==> src/rtl/game_pkg.sv <==
// +--------------------------------------------------------------------+
// | game_pkg : shared game-state types and screen geometry constants   |
// | Rev 1.0                                                            |
// +--------------------------------------------------------------------+
`default_nettype none

package game_pkg;

    localparam int SCREEN_W = 640;
    localparam int SCREEN_H = 480;

    typedef enum logic [1:0] {
        IDLE = 2'd0,
        HOLD = 2'd1,
        WIPE = 2'd2,
        DONE = 2'd3
    } transition_state_t;

endpackage

`default_nettype wire

==> src/rtl/start_transition_seq_if.sv <==
// +--------------------------------------------------------------------+
// | start_transition_seq_if : controller <-> transition sequencer bus  |
// | Rev 1.0                                                            |
// +--------------------------------------------------------------------+
`default_nettype none

interface start_transition_seq_if;

    logic       FrameTick;
    logic       StartTransition;
    logic       StartTransitionDone;
    logic       TransitionActive;
    logic [9:0] WipeX;
    logic       BlinkOn;

    modport master (
        output FrameTick,
        output StartTransition,
        input  StartTransitionDone,
        input  TransitionActive,
        input  WipeX,
        input  BlinkOn
    );

    modport slave (
        input  FrameTick,
        input  StartTransition,
        output StartTransitionDone,
        output TransitionActive,
        output WipeX,
        output BlinkOn
    );

endinterface

`default_nettype wire

==> src/rtl/frame_tick_counter.sv <==
// +--------------------------------------------------------------------+
// | frame_tick_counter : wrap-at-terminal tick counter with sync clear |
// | Rev 1.0                                                            |
// +--------------------------------------------------------------------+
`default_nettype none

module frame_tick_counter #(
    parameter int TERMINAL = 8
) (
    input  wire logic clk,
    input  wire logic rst_n,
    input  wire logic i_clear,
    input  wire logic i_tick,
    output logic      o_at_terminal
);

    localparam int               WIDTH = (TERMINAL > 1) ? $clog2(TERMINAL) : 1;
    localparam logic [WIDTH-1:0] LAST  = WIDTH'(TERMINAL - 1);

    logic [WIDTH-1:0] count_q;
    logic [WIDTH-1:0] count_d;

    always_comb begin
        count_d = count_q;
        if (i_clear) begin
            count_d = '0;
        end else if (i_tick) begin
            count_d = (count_q == LAST) ? '0 : count_q + WIDTH'(1);
        end
    end

    always_ff @(posedge clk or negedge rst_n) begin
        if (!rst_n) begin
            count_q <= '0;
        end else begin
            count_q <= count_d;
        end
    end

    assign o_at_terminal = (count_q == LAST);

endmodule

`default_nettype wire

==> src/rtl/start_transition_seq.sv <==
// +--------------------------------------------------------------------+
// | start_transition_seq : title-to-game HOLD/WIPE transition responder|
// | Rev 1.0                                                            |
// +--------------------------------------------------------------------+
`default_nettype none

module start_transition_seq #(
    parameter int SCREEN_W     = game_pkg::SCREEN_W,
    parameter int WIPE_STEP    = 16,
    parameter int HOLD_FRAMES  = 30,
    parameter int BLINK_FRAMES = 8
) (
    input  wire logic             Clk,
    input  wire logic             Reset_n,
    start_transition_seq_if.slave bus
);

    import game_pkg::*;

    localparam logic [9:0]  WIPE_END = 10'(SCREEN_W);
    localparam logic [10:0] STEP_11  = 11'(WIPE_STEP);

    transition_state_t state_q, state_d;
    logic [9:0]        wipe_x_q, wipe_x_d;
    logic              blink_q, blink_d;
    logic [10:0]       wipe_sum;
    logic [9:0]        wipe_next;
    logic              in_hold;
    logic              hold_tick;
    logic              cnt_clear;
    logic              frame_last;
    logic              blink_last;

    assign in_hold   = (state_q == HOLD);
    assign hold_tick = in_hold && bus.FrameTick;
    // Counters only run in HOLD; an abort clears them on the same edge.
    assign cnt_clear = !in_hold || !bus.StartTransition;

    frame_tick_counter #(.TERMINAL(HOLD_FRAMES)) u_frame_cnt (
        .clk           (Clk),
        .rst_n         (Reset_n),
        .i_clear       (cnt_clear),
        .i_tick        (hold_tick),
        .o_at_terminal (frame_last)
    );

    frame_tick_counter #(.TERMINAL(BLINK_FRAMES)) u_blink_cnt (
        .clk           (Clk),
        .rst_n         (Reset_n),
        .i_clear       (cnt_clear),
        .i_tick        (hold_tick),
        .o_at_terminal (blink_last)
    );

    always_comb begin
        wipe_sum  = {1'b0, wipe_x_q} + STEP_11;
        wipe_next = (wipe_sum >= {1'b0, WIPE_END}) ? WIPE_END : wipe_sum[9:0];
        state_d   = state_q;
        wipe_x_d  = wipe_x_q;
        blink_d   = blink_q;
        case (state_q)
            IDLE: begin
                wipe_x_d = '0;
                blink_d  = 1'b1;
                if (bus.StartTransition) begin
                    state_d = HOLD;
                end
            end
            HOLD: begin
                if (!bus.StartTransition) begin
                    state_d  = IDLE;
                    wipe_x_d = '0;
                    blink_d  = 1'b1;
                end else if (bus.FrameTick) begin
                    if (frame_last) begin
                        state_d = WIPE;
                        blink_d = 1'b1;
                    end else if (blink_last) begin
                        blink_d = !blink_q;
                    end
                end
            end
            WIPE: begin
                blink_d = 1'b1;
                if (!bus.StartTransition) begin
                    state_d  = IDLE;
                    wipe_x_d = '0;
                end else if (bus.FrameTick) begin
                    wipe_x_d = wipe_next;
                    if (wipe_next == WIPE_END) begin
                        state_d = DONE;
                    end
                end
            end
            DONE: begin
                wipe_x_d = WIPE_END;
                blink_d  = 1'b1;
                if (!bus.StartTransition) begin
                    state_d  = IDLE;
                    wipe_x_d = '0;
                end
            end
            default: begin
                state_d  = IDLE;
                wipe_x_d = '0;
                blink_d  = 1'b1;
            end
        endcase
    end

    always_ff @(posedge Clk or negedge Reset_n) begin
        if (!Reset_n) begin
            state_q  <= IDLE;
            wipe_x_q <= '0;
            blink_q  <= 1'b1;
        end else begin
            state_q  <= state_d;
            wipe_x_q <= wipe_x_d;
            blink_q  <= blink_d;
        end
    end

    assign bus.StartTransitionDone = (state_q == DONE);
    assign bus.TransitionActive    = (state_q == HOLD) || (state_q == WIPE);
    assign bus.WipeX               = wipe_x_q;
    assign bus.BlinkOn             = blink_q;

endmodule

`default_nettype wire

==> src/flat_wrapper.sv <==
// flat-port wrapper written by rule: the top's interface ports become plain ports
module start_transition_seq_flat import game_pkg::*;
#(
    parameter int SCREEN_W     = game_pkg::SCREEN_W,
    parameter int WIPE_STEP    = 16,
    parameter int HOLD_FRAMES  = 30,
    parameter int BLINK_FRAMES = 8
)
  (Clk, Reset_n, bus_FrameTick, bus_StartTransition, bus_StartTransitionDone, bus_TransitionActive, bus_WipeX, bus_BlinkOn);
  start_transition_seq_if bus_i ();
  input  wire logic Clk;
  input  wire logic Reset_n;
  input wire logic [$bits(bus_i.FrameTick)-1:0] bus_FrameTick;
  input wire logic [$bits(bus_i.StartTransition)-1:0] bus_StartTransition;
  output wire logic [$bits(bus_i.StartTransitionDone)-1:0] bus_StartTransitionDone;
  output wire logic [$bits(bus_i.TransitionActive)-1:0] bus_TransitionActive;
  output wire logic [$bits(bus_i.WipeX)-1:0] bus_WipeX;
  output wire logic [$bits(bus_i.BlinkOn)-1:0] bus_BlinkOn;
  assign bus_i.FrameTick = bus_FrameTick;
  assign bus_i.StartTransition = bus_StartTransition;
  assign bus_StartTransitionDone = bus_i.StartTransitionDone;
  assign bus_TransitionActive = bus_i.TransitionActive;
  assign bus_WipeX = bus_i.WipeX;
  assign bus_BlinkOn = bus_i.BlinkOn;
  start_transition_seq #(.SCREEN_W(SCREEN_W), .WIPE_STEP(WIPE_STEP), .HOLD_FRAMES(HOLD_FRAMES), .BLINK_FRAMES(BLINK_FRAMES)) u_core (.Clk(Clk), .Reset_n(Reset_n), .bus(bus_i));
endmodule
==> config.mk <==
export PLATFORM = sky130hd
export DESIGN_NAME = start_transition_seq_flat
export DESIGN_NICKNAME = d
export VERILOG_FILES = /design/src/rtl/game_pkg.sv /design/src/rtl/start_transition_seq_if.sv /design/src/rtl/frame_tick_counter.sv /design/src/rtl/start_transition_seq.sv /design/src/flat_wrapper.sv
export SDC_FILE = /design/constraint.sdc
export NUM_CORES = 1
export LEC_CHECK = 0
export CORE_UTILIZATION = 58
export CTS_CLUSTER_DIAMETER = 120
export CTS_CLUSTER_SIZE = 8
export DETAILED_ROUTE_END_ITERATION = 8
export GPL_ROUTABILITY_DRIVEN = 0
export GPL_TIMING_DRIVEN = 0
export PLACE_DENSITY = 0.84
export SLEW_MARGIN = 20
export SYNTH_ARGS = -nofsm -noshare
export SYNTH_HDL_FRONTEND = slang
export SYNTH_SLANG_ARGS = --single-unit
==> constraint.sdc <==
create_clock -name Clk -period 4.1 [get_ports Clk]
set_clock_uncertainty 0.15 [all_clocks]
set_input_delay 0.82 -clock Clk [delete_from_list [all_inputs] [get_ports Clk]]
set_output_delay 0.82 -clock Clk [all_outputs]
set_load 0.01 [all_outputs]
-- Word-level counts from Yosys, hierarchy flattened
Index checks and enable logic that the tools add are counted.
W data, S select, Z words.
- bits in registers: 21
- bits of input ports: 4
- output and inout bits: 13
- word-level logic and storage cells: 61
- $add $sub $neg: 3
- $lt $le $gt $ge: 1
- equal/unequal tests: 14
- multiplexer cells: 26
- reduce and logical (&&, ||, !) cells: 12
- operators by type and width (operator ; count):
    $mux W10 ; 5
    $pmux W10 S4 ; 1
    $mux W2 ; 8
    $mux W5 ; 3
    $add A10 B5 Y11 const B ; 1
    $ge A11 B10 Y1 const B ; 1
    $eq A10 B10 Y1 const B ; 1
    $mux W3 ; 3
    $ne A3 B3 Y1 const B ; 3
    $pmux W2 S4 ; 1
    $ne A2 B2 Y1 const B ; 3
    $reduce_and A6 Y1 ; 1
    $add A5 B1 Y5 const B ; 1
    $eq A5 B5 Y1 const B ; 1
    $eq A2 B2 Y1 const B ; 2
    $mux W1 ; 4
    $ne A4 B4 Y1 const B ; 1
    $reduce_and A2 Y1 ; 2
    $add A3 B1 Y3 const B ; 1
    $eq A3 B3 Y1 const B ; 1
    $logic_not A1 Y1 ; 3
    $ne A3 B2 Y1 const B ; 1
    $reduce_or A3 Y1 ; 1
    $eq A2 B1 Y1 const B ; 1
    5 further kinds ; 6

-- Longest topological paths before layout
- word-level depth: 8
- gate-level depth with buffers: 8
- gate-level depth less buffers: 7

-- Hierarchy
A second synthesis with hierarchy kept.
- cell total of the unflattened synthesis: 140
- area total of the unflattened synthesis: 1378.8 um2
- by module, submodules not included (module ; instances ; cells each ; area an instance (um2)):
    start_transition_seq ; 1 ; 98 ; 939.7
    frame_tick_counter (u_core.u_frame_cnt) ; 1 ; 30 ; 287.8
    frame_tick_counter (u_core.u_blink_cnt) ; 1 ; 12 ; 151.4

-- Worst setup path before layout
Ideal clock, no wire load.
- kind: flip-flop to flip-flop
- start: reg u_core.wipe_x_q[4], in the netlist u_core.bus.WipeX[4]
- end: reg u_core.wipe_x_q[4], in the netlist u_core.bus.WipeX[4]
- data arrival time: 1.591 ns
- data required time: 3.825 ns
- slack: 2.235 ns
- stages on the path, launching flop included: 7
- clock period less this slack: 1.865 ns
- cell sequence: dfrtp_1 ha_1 nand3_1 or2_2 nand3_1 nor3_2 mux2_2
- longest elaborated chain between the ends: 6
- RTL lines (element ; RTL line ; text):
    start: declaration ; start_transition_seq.sv:24 ; logic [9:0] wipe_x_q, wipe_x_d;
    start signal: assignment ; start_transition_seq.sv:118 ; wipe_x_q <= wipe_x_d;
    $add A10 B5 Y11 (*) ; start_transition_seq.sv:56 ; wipe_sum = {1'b0, wipe_x_q} + STEP_11;
    $ge A11 B10 Y1 ; start_transition_seq.sv:57 ; wipe_next = (wipe_sum >= {1'b0, WIPE_END}) ? WIPE_END : wipe_sum[9:0];
    $mux W10 (*) ; start_transition_seq.sv:57 ;
    $mux W10 (*) ; start_transition_seq.sv:88 ; end else if (bus.FrameTick) begin
    $mux W10 (*) ; start_transition_seq.sv:85 ; if (!bus.StartTransition) begin
    $pmux W10 S4 (*) ; start_transition_seq.sv:61 ; case (state_q)
Mark *: on every way between the ends. The rest lies on a longest branch, timed or not. The select of a mux whose other input is x is not followed.
A chain may end at the register's enable or synchronous reset.

-- Worst setup path after layout
- start: reg u_core.state_q[0]
- end: out bus_TransitionActive
- longest elaborated chain between the ends: 2
- elaborated cells on any way between the ends: 3
- those cells by class: eq/ne (2); reduce/logical (1)
- RTL lines (element ; RTL line ; text):
    start: declaration ; start_transition_seq.sv:23 ; transition_state_t state_q, state_d;
    start signal: assignment ; start_transition_seq.sv:117 ; state_q <= state_d;
    $eq A2 B1 Y1 / $eq A2 B2 Y1 (equally long branches) ; start_transition_seq.sv:124 ; assign bus.TransitionActive = (state_q == HOLD) || (state_q == WIPE);
    $logic_or A1 B1 Y1 (*) ; start_transition_seq.sv:124 ;
    end: declaration ; flat_wrapper.sv:16 ; output wire logic [$bits(bus_i.TransitionActive)-1:0] bus_TransitionActive;
Mark *: on every way between the ends. The rest lies on a longest branch, timed or not.

==> impl_metrics.py <==
metrics = {
    "yosys": {
        "syn_area_um2": 1260,
        "synth_edf_count": 0,
        "synth_warnings": 0,
        "netlist.area_leader.share_pct": 39.8,
        "yosysSeqAreaShare_pct": 41.9,
        "ys_async_sr_fraction_pct": 100,
        "synth-main-ff-cell": "dfrtp_1",
        "yosys_register_bits": 21,
        "syn_inst": 135,
        "synth_nets": 151,
        "yosys-top-cells-area": "dfrtp_1 (40%), ha_1 (12%), nor2_1 (3.9%)",
        "yosysTopAreaCell": "dfrtp_1",
        "syn-mean-instance-area_um2": 9.31,
        "synth.distinct_cells": 38,
    },
    "pwr": {
        "ir_drop_uv": 319,
        "power.share.sequential_pct": 45.8,
        "clkPwrFrac_pct": 18.6,
        "netSwitchingPower_w": 0.000210,
        "power_density_nw_per_um2": 382,
        "power.share.switching_pct": 37.3,
        "p_int_w": 0.000354,
        "p_leak_nw": 0.658,
        "power_frac_comb_pct": 35.6,
    },
    "worst_setup_path": {
        "r2r_end": "u_core.bus.WipeX[4]",
        "rr_worst_depth": 7,
        "slowest_delay_ps": 520,
        "critPathSlowestCell": "clkdlybuf4s50_1",
        "critPathArrivalTime_ps": 1670,
        "crit_type": "reg -> out",
        "startpoint_type": "register",
        "required_ps": 3130,
        "critPathTopFamily": "buffers and inverters",
        "reg2reg_slack_ps": 1990,
        "worstReg2RegStart": "u_core.state_q[0]",
        "worst-path-buf-inv": 2,
        "cp-end-kind": "output pin",
        "path_max_fanout": 4,
        "crit_chain": "inv_1 -> ha_1 -> clkdlybuf4s50_1",
    },
    "place": {
        "portBuffers": 16,
        "dp_hpwl_um": 1900,
        "preCtsSetupSlack_ps": 1430,
    },
    "clocking": {
        "cts_buffers": 3,
        "post_cts_buffers": 0,
        "clkSinkCount": 21,
        "cts-root-buf": "clkbuf_4",
        "htreeDepth": 1,
        "clk_latency_ps": 320,
        "hold_buffers": 0,
        "clock_path_buffers": 2,
        "cts-resized-gates": 0,
        "cts_tree": "done",
        "path_clk_slew_ps": 130,
    },
    "global_route": {
        "grt_max_degree": 22,
        "antenna_found_initial": 0,
        "grt_pass1_wl_um": 4600,
        "grt_overflow_total": 0,
        "grt_usage_pct": 25.0,
        "grt_pass1_vias": 1029,
    },
    "routing": {
        "dr.pass1.iters": 4,
        "via_per_inst": 6.03,
        "routed_wl_um": 2550,
        "wire_per_inst_um": 14.0,
        "ant_nets": 0,
        "drc": 0,
        "drt_iter0_drc": 27,
        "vias": 1098,
    },
    "timing": {
        "maxSlewViolCount": 0,
        "finalWorstSetupSlack_ps": 1460,
        "post-route-period-util_pct": 64.4,
        "rsz0062_at_grt": "false",
        "relSlewSlack_pct": 69.4,
        "worst_pin_slew_ps": 459,
        "hold_violations": 0,
        "tns_ps": 0,
        "max_freq_mhz": 379,
        "setup_viol_count_final": 0,
        "finalCriticalPeriod_ps": 2640,
    },
    "floorplanning": {
        "io-pin-count": 17,
        "initial_core_util_pct": 62.8,
        "core_area_um2": 2000,
        "die_w_um": 48.6,
        "die_height_um": 48.6,
        "dieArea_um2": 2360,
        "rows": 16,
    },
    "job": {
        "max-cap-violations": 0,
    },
    "status": {
        "status": "complete, no violations",
    },
    "final_layout": {
        "final_nets": 172,
        "areaGrowthSynthToFinish_pct": 17.2,
        "num_antenna_cells": 0,
        "drive_gt1_share_pct": 7.74,
    },
    "hold_path": {
        "min_path_type": "in -> async",
    },
}
[state kept, by name, indices dropped and copies added (netlist names)]
signal,flops
u_core.bus.BlinkOn,1
u_core.bus.WipeX,10
u_core.state_q,2
u_core.u_blink_cnt.count_q,3
u_core.u_frame_cnt.count_q,5
[cell families (layout without fill, tap and decap cells)]
kind of cell               Yosys count  in the layout  share of synthesized area (%)
AOI/OAI and AO/OA                   36             36                           18.7
xor gates and xnor gates             1              1                          0.697
adders and majority gates           12             12                           11.9
buffers and inverters                8             28                           2.39
DFF                                 21             21                           41.9
muxes                                2              2                           1.69
and+or+nand+nor                     55             55                           22.7
[worst reg2reg max path, stage by stage (launching register included)]
cell      delay (ps)
dfrtp_1          440
inv_1            140
ha_1             160
clkbuf_1         330
a21o_1           250
and2_1           210
nor3_2            80
mux2_2           260
[cells in the mapped netlist (2+ instances only)]
cell        n
a21oi_1     8
a22o_1      2
a31oi_1     4
and2_1      5
clkbuf_1    2
dfrtp_1    20
ha_1       12
inv_1       5
nand2_1     9
nand3_1     9
nand3b_1    3
nand4_1     3
nor2_1     13
nor3_1      6
o21ai_0     7
o21ai_1     2
o22ai_1     2
o2bb2ai_1   2
o31ai_1     2
[layout by cell type (no fill, tap or decap), drive strengths merged, types with 3 or more instances in the layout]
cell,instances
a31oi,4
dfrtp,20
nand2,9
clkbuf,5
nand3b,3
and2,5
nand4,3
o21ai,9
a21oi,9
nor2,13
nor3,7
nand3,9
ha,12
inv,6
clkdlybuf4s50,15
[power by group through the flow]
stage	combinational [W]	clock [W]	sequential, W
2_1_floorplan	0.000129	0	0.000260
3_3_place_gp	0.000193	0	0.000259
3_5_place_dp	0.000200	0	0.000261
4_1_cts	0.000201	0.000105	0.000257
5_1_grt	0.000227	0.000111	0.000261
6_report	0.000201	0.000105	0.000258
[metal layers]
| metal | GRT usage (%) | vias to the layer above | part of all wire (%) |
|---|---|---|---|
| met2 | 39.4 | 42 | 47 |
| met5 | 0 | - | 0 |
| met3 | 3.77 | 5 | 5.5 |
| li1 | - | 533 | - |
| met4 | 8.33 | 0 | 1.3 |
| met1 | 35.3 | 518 | 46 |
[stage by stage]
step | cells | power [W] | hold WS (ps) | util (%) | area, um^2
finish | 182 | 0.000563 | 277 | 73.6 | 1470
global placement | 178 | 0.000452 | 319 | 72.5 | 1450
CTS | 182 | 0.000564 | 354 | 73.9 | 1480
floorplan | 135 | 0.000390 | 310 | - | 1260
global route | 182 | 0.000599 | 334 | 73.6 | 1470
detailed placement | 178 | 0.000461 | 324 | 72.5 | 1450
[final cells by class]
cell class | count | area (um^2)
timing repair buffer | 16 | 155
multi-input combinational | 106 | 701
clock inverter | 1 | 5.00
fill | 151 | 528
tap | 27 | 33.8
buffer | 2 | 7.51
sequential | 21 | 527
inverter | 6 | 22.5
clock buffer | 3 | 22.5
[worst max-delay path by stage]
stage	startpoint	slack, ps	cells past startpoint	endpoint
2_1_floorplan	u_core.bus.WipeX[4]	2230	6	u_core.bus.WipeX[4]
3_3_place_gp	bus_FrameTick	1490	6	u_core.bus.WipeX[4]
3_5_place_dp	bus_FrameTick	1430	6	u_core.bus.WipeX[4]
4_1_cts	u_core.state_q[0]	1460	3	bus_TransitionActive
5_1_grt	u_core.state_q[0]	1370	3	bus_TransitionActive
6_report	u_core.state_q[0]	1460	3	bus_TransitionActive
(Power assumes the default switching activity.)
